[src/rtl/tpu_pkg.sv]
// tpu_pkg: shared types and helpers for the TPU array blocks
package tpu_pkg;
   typedef enum logic [2:0] {
      ST_IDLE,
      ST_CLEAR,
      ST_FEED,
      ST_DRAIN,
      ST_READ,
      ST_DONE
   } os_ctrl_state_e;
   // Wavefront skew, hop latency, buffer read latency and the accumulator register
   function automatic int os_drain_cycles(input int rows, input int cols, input int rd_lat);
      return rows + cols - 2 + rd_lat + 1;
   endfunction
endpackage

[src/rtl/os_array_ctrl.sv]
// os_array_ctrl: job sequencer (clear, feed, drain, readout) for the output-stationary MAC array
module os_array_ctrl
   import tpu_pkg::*;
#(
   parameter int ARRAY_ROWS = 4,
   parameter int ARRAY_COLS = 4,
   parameter int K_WIDTH    = 16,
   parameter int RD_LAT     = 1
) (
   input  logic                          clk_i,
   input  logic                          rst_i,
   input  logic                          start_i,
   input  logic [K_WIDTH-1:0]            k_len_i,
   input  logic                          abort_i,
   output logic                          busy_o,
   output logic                          done_o,
   output logic                          clear_o,
   output logic                          rd_en_o,
   output logic [K_WIDTH-1:0]            rd_addr_o,
   output logic                          res_valid_o,
   input  logic                          res_ready_i,
   output logic [$clog2(ARRAY_ROWS)-1:0] res_row_o
);
   localparam int D  = os_drain_cycles(ARRAY_ROWS, ARRAY_COLS, RD_LAT);
   localparam int DW = $clog2(D + 1);
   localparam int CW = K_WIDTH > DW ? K_WIDTH : DW;
   localparam int RW = $clog2(ARRAY_ROWS);

   os_ctrl_state_e       state_q, state_d;
   logic [CW-1:0]        cnt_q;
   logic [K_WIDTH-1:0]   k_len_q;
   logic [K_WIDTH-1:0]   k_last;
   logic                 cnt_inc;

   assign k_last  = k_len_q - 1'b1;
   assign cnt_inc = state_q == ST_FEED || state_q == ST_DRAIN || (state_q == ST_READ && res_ready_i);

   always_comb begin
      state_d = state_q;
      case (state_q)
         ST_IDLE:  state_d = start_i ? ST_CLEAR : ST_IDLE;
         ST_CLEAR: state_d = k_len_q != '0 ? ST_FEED : ST_DRAIN;
         ST_FEED:  state_d = cnt_q == CW'(k_last) ? ST_DRAIN : ST_FEED;
         ST_DRAIN: state_d = cnt_q == CW'(D - 1) ? ST_READ : ST_DRAIN;
         ST_READ:  state_d = res_ready_i && cnt_q == CW'(ARRAY_ROWS - 1) ? ST_DONE : ST_READ;
         default:  state_d = ST_IDLE;
      endcase
      if (abort_i && state_q != ST_IDLE) state_d = ST_IDLE;
   end

   // Counter restarts from zero on every state change, so each phase counts up from 0
   always_ff @(posedge clk_i) begin
      if (rst_i) begin
         state_q <= ST_IDLE;
         cnt_q   <= '0;
         k_len_q <= '0;
      end else begin
         state_q <= state_d;
         cnt_q   <= state_d != state_q ? '0 : cnt_inc ? cnt_q + 1'b1 : cnt_q;
         if (state_q == ST_IDLE && start_i) k_len_q <= k_len_i;
      end
   end

   assign busy_o      = state_q != ST_IDLE;
   assign done_o      = state_q == ST_DONE;
   assign clear_o     = state_q == ST_CLEAR;
   assign rd_en_o     = state_q == ST_FEED;
   assign rd_addr_o   = rd_en_o ? cnt_q[K_WIDTH-1:0] : '0;
   assign res_valid_o = state_q == ST_READ;
   assign res_row_o   = res_valid_o ? cnt_q[RW-1:0] : '0;
endmodule
[config.mk]
export PLATFORM = sky130hd
export DESIGN_NAME = os_array_ctrl
export DESIGN_NICKNAME = d
export VERILOG_FILES = /design/src/rtl/tpu_pkg.sv /design/src/rtl/os_array_ctrl.sv
export SDC_FILE = /design/constraint.sdc
export NUM_CORES = 1
export LEC_CHECK = 0
export CORE_MARGIN = 4
export CORE_UTILIZATION = 45
export DETAILED_ROUTE_END_ITERATION = 12
export PLACE_DENSITY = 0.84
export SLEW_MARGIN = 20
export SYNTH_ARGS = -nofsm -noshare
export SYNTH_HDL_FRONTEND = slang
export SYNTH_SLANG_ARGS = --single-unit
[constraint.sdc]
create_clock -name clk_i -period 2.5 [get_ports clk_i]
set_clock_uncertainty 0.05 [all_clocks]
set_input_delay 0.25 -clock clk_i [delete_from_list [all_inputs] [get_ports clk_i]]
set_output_delay 0.25 -clock clk_i [all_outputs]
set_load 0.02 [all_outputs]
* Yosys cells after proc, flatten, opt, wreduce, memory -nomap -nowiden *
Index checks and enable logic that the tools add are counted.

cells by class
  reductions and logical operators = 10
  multiply operators = 0
  equality and inequality tests = 9
  divide/modulo/power cells = 0
  $add $sub $neg = 2
  multiplexer cells = 9
  shifts and indexed selects = 0
  magnitude comparators = 0
  bitwise gates (word level) = 0

operator list
  kind                                                                    number
  16-bit by 1-bit adder with 16-bit output, second input constant         1
  16-bit equality test                                                    1
  16-bit by 2-bit equality test with 1-bit output, second input constant  1
  16-bit by 3-bit equality test with 1-bit output, second input constant  1
  16-bit two-way mux                                                      1
  16-bit nonzero test                                                     1
  16-bit by 1-bit subtractor with 16-bit output, second input constant    1
  3-bit one-hot mux with 5 select lines                                   1
  3-bit by 2-bit equality test with 1-bit output, second input constant   2
  3-bit equality test, second input constant                              2
  3-bit two-way mux                                                       2
  1-bit logical AND                                                       4
  1-bit two-way mux                                                       4
  3-bit by 1-bit equality test with 1-bit output, second input constant   1
  3-bit zero test                                                         1
  3-bit inequality test                                                   1
  3-bit nonzero test                                                      1
  1-bit logical OR                                                        2
  2-bit two-way mux                                                       1
  2-bit OR reduction                                                      1

word-level totals
  register bits after elaboration = 35
  latch bits = 0
  bits in writable memories = 0
  output and inout port bits = 23
  memories = 0
  memory bits (read-only) = 0
  word-level logic and storage cells = 33

* Longest topological paths before layout *
  word-level depth = 7
  mapped depth = 12
  gate-level depth less buffers = 9

* Worst setup path after synthesis *
OpenSTA, ideal clock, no wires.

  kind = reg2reg
  start = reg k_len_q[0]
  end = reg cnt_q[5]
  period minus slack after synthesis = 2,783 ps
  buffers on the path = 3
  stages on the path, launching flop included = 13
  data required time = 2,332 ps
  arrival time = 2,615 ps
  library setup time = 118 ps
  setup slack = -283 ps
  cell sequence = dfxtp_1 > inv_1 > ha_1 > or4b_1 > buf_6 > nor4_4 > xnor2_1 > a2111o_1 > a2111oi_4 > or3_1 > buf_6 > buf_12 > a21oi_1

on the way
  longest elaborated chain between the ends = 7

ends and longest elaborated chain
  element                                        RTL line             source
  start, declared                                os_array_ctrl.sv:31  logic [K_WIDTH-1:0] k_len_q;
  start signal, assigned                         os_array_ctrl.sv:60  if (state_q == ST_IDLE && start_i) k_len_q <= k_len_i;
  16-bit by 1-bit subtractor with 16-bit output  os_array_ctrl.sv:35  assign k_last = k_len_q - 1'b1;
  16-bit equality test                           os_array_ctrl.sv:43  ST_FEED: state_d = cnt_q == CW'(k_last) ? ST_DRAIN : ST_FEED;
  1-bit two-way mux                              os_array_ctrl.sv:43
  3-bit one-hot mux with 5 select lines *        os_array_ctrl.sv:40  case (state_q)
  3-bit two-way mux *                            os_array_ctrl.sv:48  if (abort_i && state_q != ST_IDLE) state_d = ST_IDLE;
  3-bit inequality test *                        os_array_ctrl.sv:59  cnt_q <= state_d != state_q ? '0 : cnt_inc ? cnt_q + 1'b1 : cnt_q;
  2-bit OR reduction (no line) *                 -
  end signal, assigned                           os_array_ctrl.sv:59
  end, declared                                  os_array_ctrl.sv:30  logic [CW-1:0] cnt_q;

Mark *: on every way between the ends. The rest lies on a longest branch, timed or not.
A chain may end at the register's enable or synchronous reset.

* Final worst setup path *
  start = reg k_len_q[0]
  end = reg cnt_q[7]

Same word-level chain as after synthesis.

==> impl_metrics.csv <==
group,metric,value,unit
status,status,"finished with violations",
status,violations,"setup timing",
layout,final_nets,388,
timing,rsz0062_at_grt,"true",
power,p_leak,0.00120,uW
layout,mostFrequentLayoutCell,"nand2_1",
layout,syn_to_final_growth,40.9,%
floorplanning,die-area,6220,um2
floorplanning,num_io_pins,44,
cts,cts_root_buffer,"clkbuf_8",
cts,clkSinkCount,35,
synthesis,ys_ff_latch,35,
critical_path,cp-endpoint,"cnt_q[7]",
worst_hold_path,min_path_type,"primary input to flop",
route,drt-vias-per-instance,5.34,
timing,whs,0.438,ns
critical_path,endpoint_kind,"flop",
synthesis,avgSynthCellArea,7.88,um2
layout,fill_cells,407,
power,combPwrFrac,0.265,
placed_design,hpwl,4580,um
synthesis,synth_nets,310,
timing,layout_setup_ws,-0.120,ns
critical_path,reg2reg_from,"k_len_q[0]",
route,firstDrtPassIters,4,
timing,hold_violations,0,
route,antenna_left,0,
layout,n_antenna_cell,0,
power,intPower,1020,uW
power,clkPwrFrac,0.317,
cts,tritoncts,"yes",
critical_path,crit_start,"k_len_q[0]",
critical_path,worstPathMaxFanout,8,
global_route,antenna_found_initial,0,
global_route,top_usage_layer,"met2",
cts,cts_made_buffers,5,
power,sw_frac_of_total,0.288,
global_route,grt_pass1_wl,9970,um
critical_path,path_cells,"inv_2 > ha_4 > or4b_4 > nor4_4 > xnor2_1 > a2111o_1 > a2111oi_4 > buf_4 > o211ai_4 > a21oi_1",
job,max_cap_violations,0,
critical_path,slowest_stage,"or4b_4",
timing,setup_viol,17,
critical_path,critical_path_class,"flop to flop",
cts,ctsHoldBuffers,0,
floorplanning,core,4790,um2
power,ir_worst_vdd,244,uV
layout,most-common-layout-cells,"nand2_1, clkdlybuf4s50_1, buf_4",
critical_path,cp_slowest_stage_delay,0.54,ns
critical_path,worstRegToRegCells,10,
route,wire_per_inst,14.1,um
timing,finalCritPeriodShare,1.05,
critical_path,cp.arrival,2.79,ns
timing,max_slew_margin,0.655,
cts,clkTransAtPathRegs,0.07,ns
floorplanning,die_w,78.9,um
timing,worstMarginPinSlew,0.518,ns
global_route,met3_usage,0.0397,
cts,insertion_delay,0.30,ns
critical_path,crit_required,2.67,ns
cts,cts_buffer_depth,2,
global_route,gr-usage-met1,0.254,
floorplanning,start_util,0.472,
placed_design,io_buffers,43,
timing,maxSlewViolCount,0,
route,drt_iter0_markers,157,
critical_path,cp-start-kind,"flop",
synthesis,yosys_warnings,0,
synthesis,ys_seq_area_frac,0.310,
timing,fmax,0.382,GHz
critical_path,rrSetupSlack,-0.12,ns
timing,min_period,2.62,ns
global_route,grt_max_degree,21,
power,sequentialPowerShare,0.417,
power,switchingPower,415,uW
route,drc,0,
cts,htreeDepth,2,
global_route,grt.total_usage,0.202,
synthesis,synth.distinct_cells,46,
floorplanning,rows,25,
layout,drive_above_1_share,0.194,
route,wirelength,6120,um
worst_hold_path,worstHoldStart,"k_len_i[1]",
synthesis,syn_area,2260,um2
placed_design,dp_worst_setup_slack,-0.154,ns
synthesis,synth_cells,287,
placed_design,gp_congestion,0.890,
floorplanning,die_h,78.9,um
route,via_count,2312,
power,power_density,452,nW/um2
global_route,grt_overflow,0,
global_route,grt_pass1_vias,2195,
global_route,met2_usage,0.345,
critical_path,r2r_end,"cnt_q[7]",
## timing repair
| action | in CTS | in global routing |
|---|---|---|
| pin swaps | 0 | 11 |
| cloned | 0 | 1 |
| setup buffers | 0 | 2 |
| setup endpoints to repair | 16 | 33 |
| resized for setup | 0 | 7 |
## cells by family after synthesis
logic type / synth area share
AOI/OAI and AO/OA: 0.170
xor gates and xnor gates: 0.128
DFF: 0.310
muxes: 0.0138
and+or+nand+nor: 0.317
buffers and inverters: 0.0504
adders and majority gates: 0.0111
## how the worst min path moves through the flow
stage | to | slack [ns] | depth (start not counted)
final | k_len_q[1] | 0.44 | 3
after global routing | k_len_q[1] | 0.46 | 3
after CTS | k_len_q[1] | 0.44 | 3
after detailed placement | k_len_q[6] | 0.43 | 2
after global placement | k_len_q[6] | 0.42 | 2
after floorplan | state_q[2] | 0.28 | 1
## state kept, by name, summed over array words and instances (netlist names)
signal and flops:
cnt_q 16, k_len_q 16, state_q 3
## power by group through the flow
stage	sequential, uW	clock (uW)	combinational [uW]
6_report	601	457	382
3_3_place_gp	610	0	360
5_1_grt	603	484	416
3_5_place_dp	612	0	368
4_1_cts	599	466	370
2_1_floorplan	616	0	230
## layer usage
metal	share of wire	routed length [um]	vias to the layer above
met2	0.48	2930	69
met5	0	0	-
met1	0.45	2730	1080
li1	-	-	1152
met4	0.016	95	0
met3	0.058	352	11
## synth_stat cells (all sizes together)
cell type,number,area share
buf,4,0.024
o31a,1,0.0039
o211ai,1,0.0094
nand4b,1,0.0039
a2111oi,3,0.020
nor3,5,0.011
a2111o,1,0.0050
a41oi,1,0.0039
dfxtp,35,0.31
nor4b,3,0.018
or4b,1,0.0044
a211oi,1,0.0033
nand2b,2,0.0055
o211a,1,0.0044
xnor2,20,0.077
and4,1,0.0039
clkbuf,9,0.015
o21ai,6,0.015
nand3,7,0.015
nor3b,3,0.010
a31o,1,0.0039
a31oi,4,0.011
or3,1,0.0028
nand4,5,0.014
and3,6,0.017
mux2,1,0.0050
ha,2,0.011
mux2i,2,0.0089
and2,22,0.061
and3b,1,0.0039
a21boi,1,0.0033
nor4,8,0.029
inv,7,0.012
a211o,2,0.0083
nor2,23,0.038
or4,1,0.0033
xor2,13,0.050
a21o,1,0.0033
a21oi,34,0.075
nand2,46,0.076
## layout make-up
cell class                 count  area [um2]  area share
clock buffer                   8         100      0.0314
timing repair buffer          83         743       0.233
multi-input combinational    233        1530       0.480
tap                           67        83.8      0.0263
inverter                       7        26.3     0.00825
sequential                    35         704       0.221
## per-stage QoR
stage          cell area, um2  utilization  cells  power [uW]  setup TNS, ns
2_1_floorplan            2300            -    287         846          -1.31
3_3_place_gp             3020        0.631    422         970          -1.70
3_5_place_dp             3020        0.631    422         979          -2.16
4_1_cts                  3120        0.652    430        1430          -2.62
5_1_grt                  3190        0.666    433        1500          -4.08
6_report                 3190        0.666    433        1440          -1.53
## worst max-delay path, delay by kind of cell, from the launching register on
| family | cells | cell delay [ns] |
|---|---|---|
| compound gates | 4 | 0.94 |
| buf+inv | 2 | 0.28 |
| flops | 1 | 0.32 |
| simple gates | 2 | 0.72 |
| fa+ha+maj | 1 | 0.12 |
| xor+xnor | 1 | 0.11 |
No activity file was read; power rests on OpenSTA's default activity.
==> variant 1 (config.mk and constraints unchanged) <==
Compare `cnt_q` against `CW'(ARRAY_ROWS - 1)` with >= in place of ==.
--- a/src/rtl/os_array_ctrl.sv
+++ b/src/rtl/os_array_ctrl.sv
@@ -42,7 +42,7 @@
          ST_CLEAR: state_d = k_len_q != '0 ? ST_FEED : ST_DRAIN;
          ST_FEED:  state_d = cnt_q == CW'(k_last) ? ST_DRAIN : ST_FEED;
          ST_DRAIN: state_d = cnt_q == CW'(D - 1) ? ST_READ : ST_DRAIN;
-         ST_READ:  state_d = res_ready_i && cnt_q == CW'(ARRAY_ROWS - 1) ? ST_DONE : ST_READ;
+         ST_READ:  state_d = res_ready_i && cnt_q >= CW'(ARRAY_ROWS - 1) ? ST_DONE : ST_READ;
          default:  state_d = ST_IDLE;
       endcase
       if (abort_i && state_q != ST_IDLE) state_d = ST_IDLE;
Formal check against the unedited RTL: same outputs for any inputs over 10 cycles, from zero or initial values and one cycle with rst_i high; that may be too few to reach the edited logic, so the function may still have changed.
==> variant 1 against the original RTL <==
Design area grew 2.7%; die area grew 9.0%; sequential cell count is the same; routed wire length grew 3.0%; maximum frequency increased by 7.1%; power fell by 11%; cell count rose by 1.4%; synthesized area increased by 10%; utilization down 4.1 points; synthesized cell count up 5.9%; setup slack gained 0.17 ns; critical endpoint is now cnt_q[10].
==> variant 1: results (changes against the original RTL) <==
[setup_path]
crit_family = simple AND/OR/NAND/NOR gates
cp_slowest_cell = or4_4
reg2reg_from = cnt_q[11]
r2r_setup_slack_ns = 0.05  ; +0.17 ns
r2r-end = cnt_q[10]
arrival_ns = 2.58  ; -0.21 ns
max_stage_delay_ns = 0.58  ; +0.04 ns
rr_worst_depth = 9  ; -1

[place]
detailed_place_hpwl_um = 4790  ; +4.5%
gp_congestion = 0.946  ; +6.4%
placed_cell_area_um2 = 3100  ; +2.7%
place_inst = 429  ; +1.7%

[synthesis]
synth.net_count = 327  ; +5.5%
synthAdderAreaFrac = 0.0101  ; -0.00101
synth-xor-area-share = 0.120  ; -0.00812
synth_compound_area_frac = 0.130  ; -0.0396
yosys-mux-area-fraction = 0.00805  ; -0.00579
ys_seq_area_frac = 0.282  ; -0.0282
postSynthAreaPerCell_um2 = 8.18  ; +3.9%
synthTopCellsByArea = dfxtp_1 (28%), xor2_1 (8.1%), nand2_1 (5.3%)
synth.distinct_cells = 57  ; +24%

[power]
p_leak_nw = 1.31  ; +9.1%
ir_drop_uv = 222  ; -9.0%
p_switching_mw = 0.366  ; -12%
power.share.clock = 0.290  ; -0.027

[cells_and_area]
fin_nets = 393  ; +1.3%
fill_cells = 460  ; +13%
drive_above_1_share = 0.228  ; +0.0337
fin_cells = 439  ; +1.4%

[global_route]
track_usage = 0.194  ; -0.00780
grt_pass1_vias = 2180  ; -0.68%
grt_first_pass_wirelength_um = 10100  ; +1.7%
grt_max_degree = 18  ; -14%

[detailed_routing]
wl_per_cell_um = 14.3  ; +1.6%
vias = 2383  ; +3.1%

[min_path]
hp-start = k_len_i[2]
whs_endpoint = k_len_q[2]

[timing]
holdWs_ns = 0.454  ; +0.0168 ns
slew_headroom = 0.592  ; -0.0626
min_period_ns = 2.45  ; -0.174 ns

[status]
outcome = complete, no violations

[variant 1: cell count changes after synthesis, sizes merged, moves of 6 or more]
cell,unedited run,this run
xor2,13,23
nor2,23,32
a21oi,34,22
xnor2,20,11
nand2,46,35
nand4,5,12
buf,4,11
clkbuf,9,15
[variant 1: area by class of cell]
class / count / area (um^2) / share of cell area
tap: 70 / 87.6 / 0.0268
clock buffer: 6 / 72.6 / 0.0222
multi-input combinational: 238 / 1610 / 0.493
sequential: 35 / 703 / 0.215
timing repair buffer: 85 / 776 / 0.237
inverter: 5 / 18.8 / 0.00574
[variant 1: power groups by stage]
stage	Clock (mW)	Combinational, mW	Sequential (mW)
final	0.373	0.318	0.596
after CTS	0.379	0.298	0.595
after global placement	0	0.293	0.605
after floorplan	0	0.205	0.604
after detailed placement	0	0.297	0.607
after global routing	0.403	0.347	0.598
[variant 1: per-layer routing]
metal / GRT usage / share of wire
met5: 0 / 0
met4: 0.0631 / 0.014
met3: 0.0347 / 0.058
met2: 0.334 / 0.49
met1: 0.242 / 0.43
==> variant 2 (same flow settings) <==
Without the edit above. Set the parameter `ARRAY_ROWS` to 8 (it was 4).
--- a/src/rtl/os_array_ctrl.sv
+++ b/src/rtl/os_array_ctrl.sv
@@ -2,7 +2,7 @@
 module os_array_ctrl
    import tpu_pkg::*;
 #(
-   parameter int ARRAY_ROWS = 4,
+   parameter int ARRAY_ROWS = 8,
    parameter int ARRAY_COLS = 4,
    parameter int K_WIDTH    = 16,
    parameter int RD_LAT     = 1
Interface: changed (resized res_row_o); port bits go from 44 to 45. No check against the original RTL was run, so the function may have changed too.
==> variant 2 against the original RTL <==
Synthesized area up 12%; maximum frequency up 6.4%; critical path depth down 1; power up 1.4%; die area up 11%; sequential power up 1%; first-iteration DRC count up 24%; routed wire length up 20%; via count up 15%; clock power down 1%; design area up 5.8%; setup slack better by 0.16 ns; sequential cell count unchanged; critical endpoint is now cnt_q[8]; largest power group unchanged.
==> variant 2: results (changes against the original RTL) <==
[status]
outcome = complete, no violations

[setup_path]
cp_slowest_cell = or3b_4
worstPathMaxFanout = 7  ; -1
max_stage_delay_ns = 0.42  ; -0.12 ns

[cells_and_area]
fin_cells = 464  ; +7.2%
fin_nets = 414  ; +6.7%
antenna_cells = 0  ; unchanged
drive_above_1_share = 0.158  ; -0.0358

[detailed_routing]
route.met3.wl_um = 521  ; +48%
wl_met2_um = 3430  ; +17%
vias = 2658  ; +15%
m1WireLength_um = 3340  ; +22%
drt_iter0_markers = 195  ; +24%
wl_um = 7330  ; +20%

[place]
place_inst = 453  ; +7.3%
detailed_place_hpwl_um = 5270  ; +15%
post-place-ws_ns = -0.0929  ; +0.0608 ns
gp_congestion = 0.869  ; -2.3%
numPortBuffers = 44  ; +2.3%

[synthesis]
synthTopCellsByArea = dfxtp_1 (28%), xor2_1 (7.2%), nand2_1 (6.3%)
syn_inst = 334  ; +16%
synth.distinct_cells = 57  ; +24%
synth.net_count = 357  ; +15%
ys_seq_area_frac = 0.276  ; -0.0343

[timing]
slew_headroom = 0.570  ; -0.0849

[global_route]
grt_first_pass_wirelength_um = 12300  ; +23%
grt_max_degree = 23  ; +9.5%
grt_pass1_vias = 2516  ; +15%
track_usage = 0.210  ; +0.00814

[min_path]
hold_path_class = register to register
worstHoldPathCells = 2  ; -1

[power]
ir_drop_uv = 256  ; +5.0%
p_leak_nw = 1.26  ; +4.7%

[clocking]
cts_root_buffer = clkbuf_8

[variant 2: kinds of logic after synthesis]
group                      after synthesis  synth area share
AOI/OAI and AO/OA                       67             0.180
xor gates and xnor gates                36             0.124
adders and majority gates                2           0.00984
buffers and inverters                   33            0.0561
DFF                                     35             0.276
muxes                                    3            0.0118
and+or+nand+nor                        158             0.343
[variant 2: tightest hold or removal path: stages, from the launching register on]
cell,delay [ns]
dfxtp_1,0.33
nand2_1,0.06
a21oi_1,0.05
[variant 2: power by group]
group	internal, mW	switching [mW]	total (mW)
combinational	0.188	0.211	0.399
sequential	0.578	0.0314	0.609
clock	0.252	0.200	0.452
[variant 2: metrics by stage]
step / instance area [um^2] / TNS [ns] / utilization
floorplan: 2540 / 0 / -
global placement: 3190 / -0.200 / 0.579
detailed placement: 3190 / -0.482 / 0.579
CTS: 3310 / 0 / 0.601
global route: 3370 / -0.336 / 0.612
finish: 3370 / 0 / 0.612
[variant 2: layout make-up]
cell class              count  area [um^2]
clock buffers               8          100
inverters                   8         35.0
multi-input cells         266         1750
fillers                   481         2140
flip-flops and latches     35          708
well taps                  72         90.1
repair buffers             75          688
[variant 2: repair_timing]
action                     4_1_cts  5_1_grt
setup endpoints to repair       11       30
pin swaps                        6        2
resized for setup                7       12
buffers inserted                 1        2
[variant 2: worst paths after layout]
kind | from | to | slack [ns]
max | k_len_q[1] | cnt_q[8] | 0.04
min | k_len_q[14] | k_len_q[14] | 0.44
max reg2reg | k_len_q[1] | cnt_q[8] | 0.04
min reg2reg | k_len_q[14] | k_len_q[14] | 0.44
[variant 2: routing by layer]
metal | vias to the layer above | GRT usage
li1 | 1307 | -
met1 | 1236 | 0.293
met3 | 4 | 0.0397
met2 | 111 | 0.335
met5 | - | 0
met4 | 0 | 0.0461
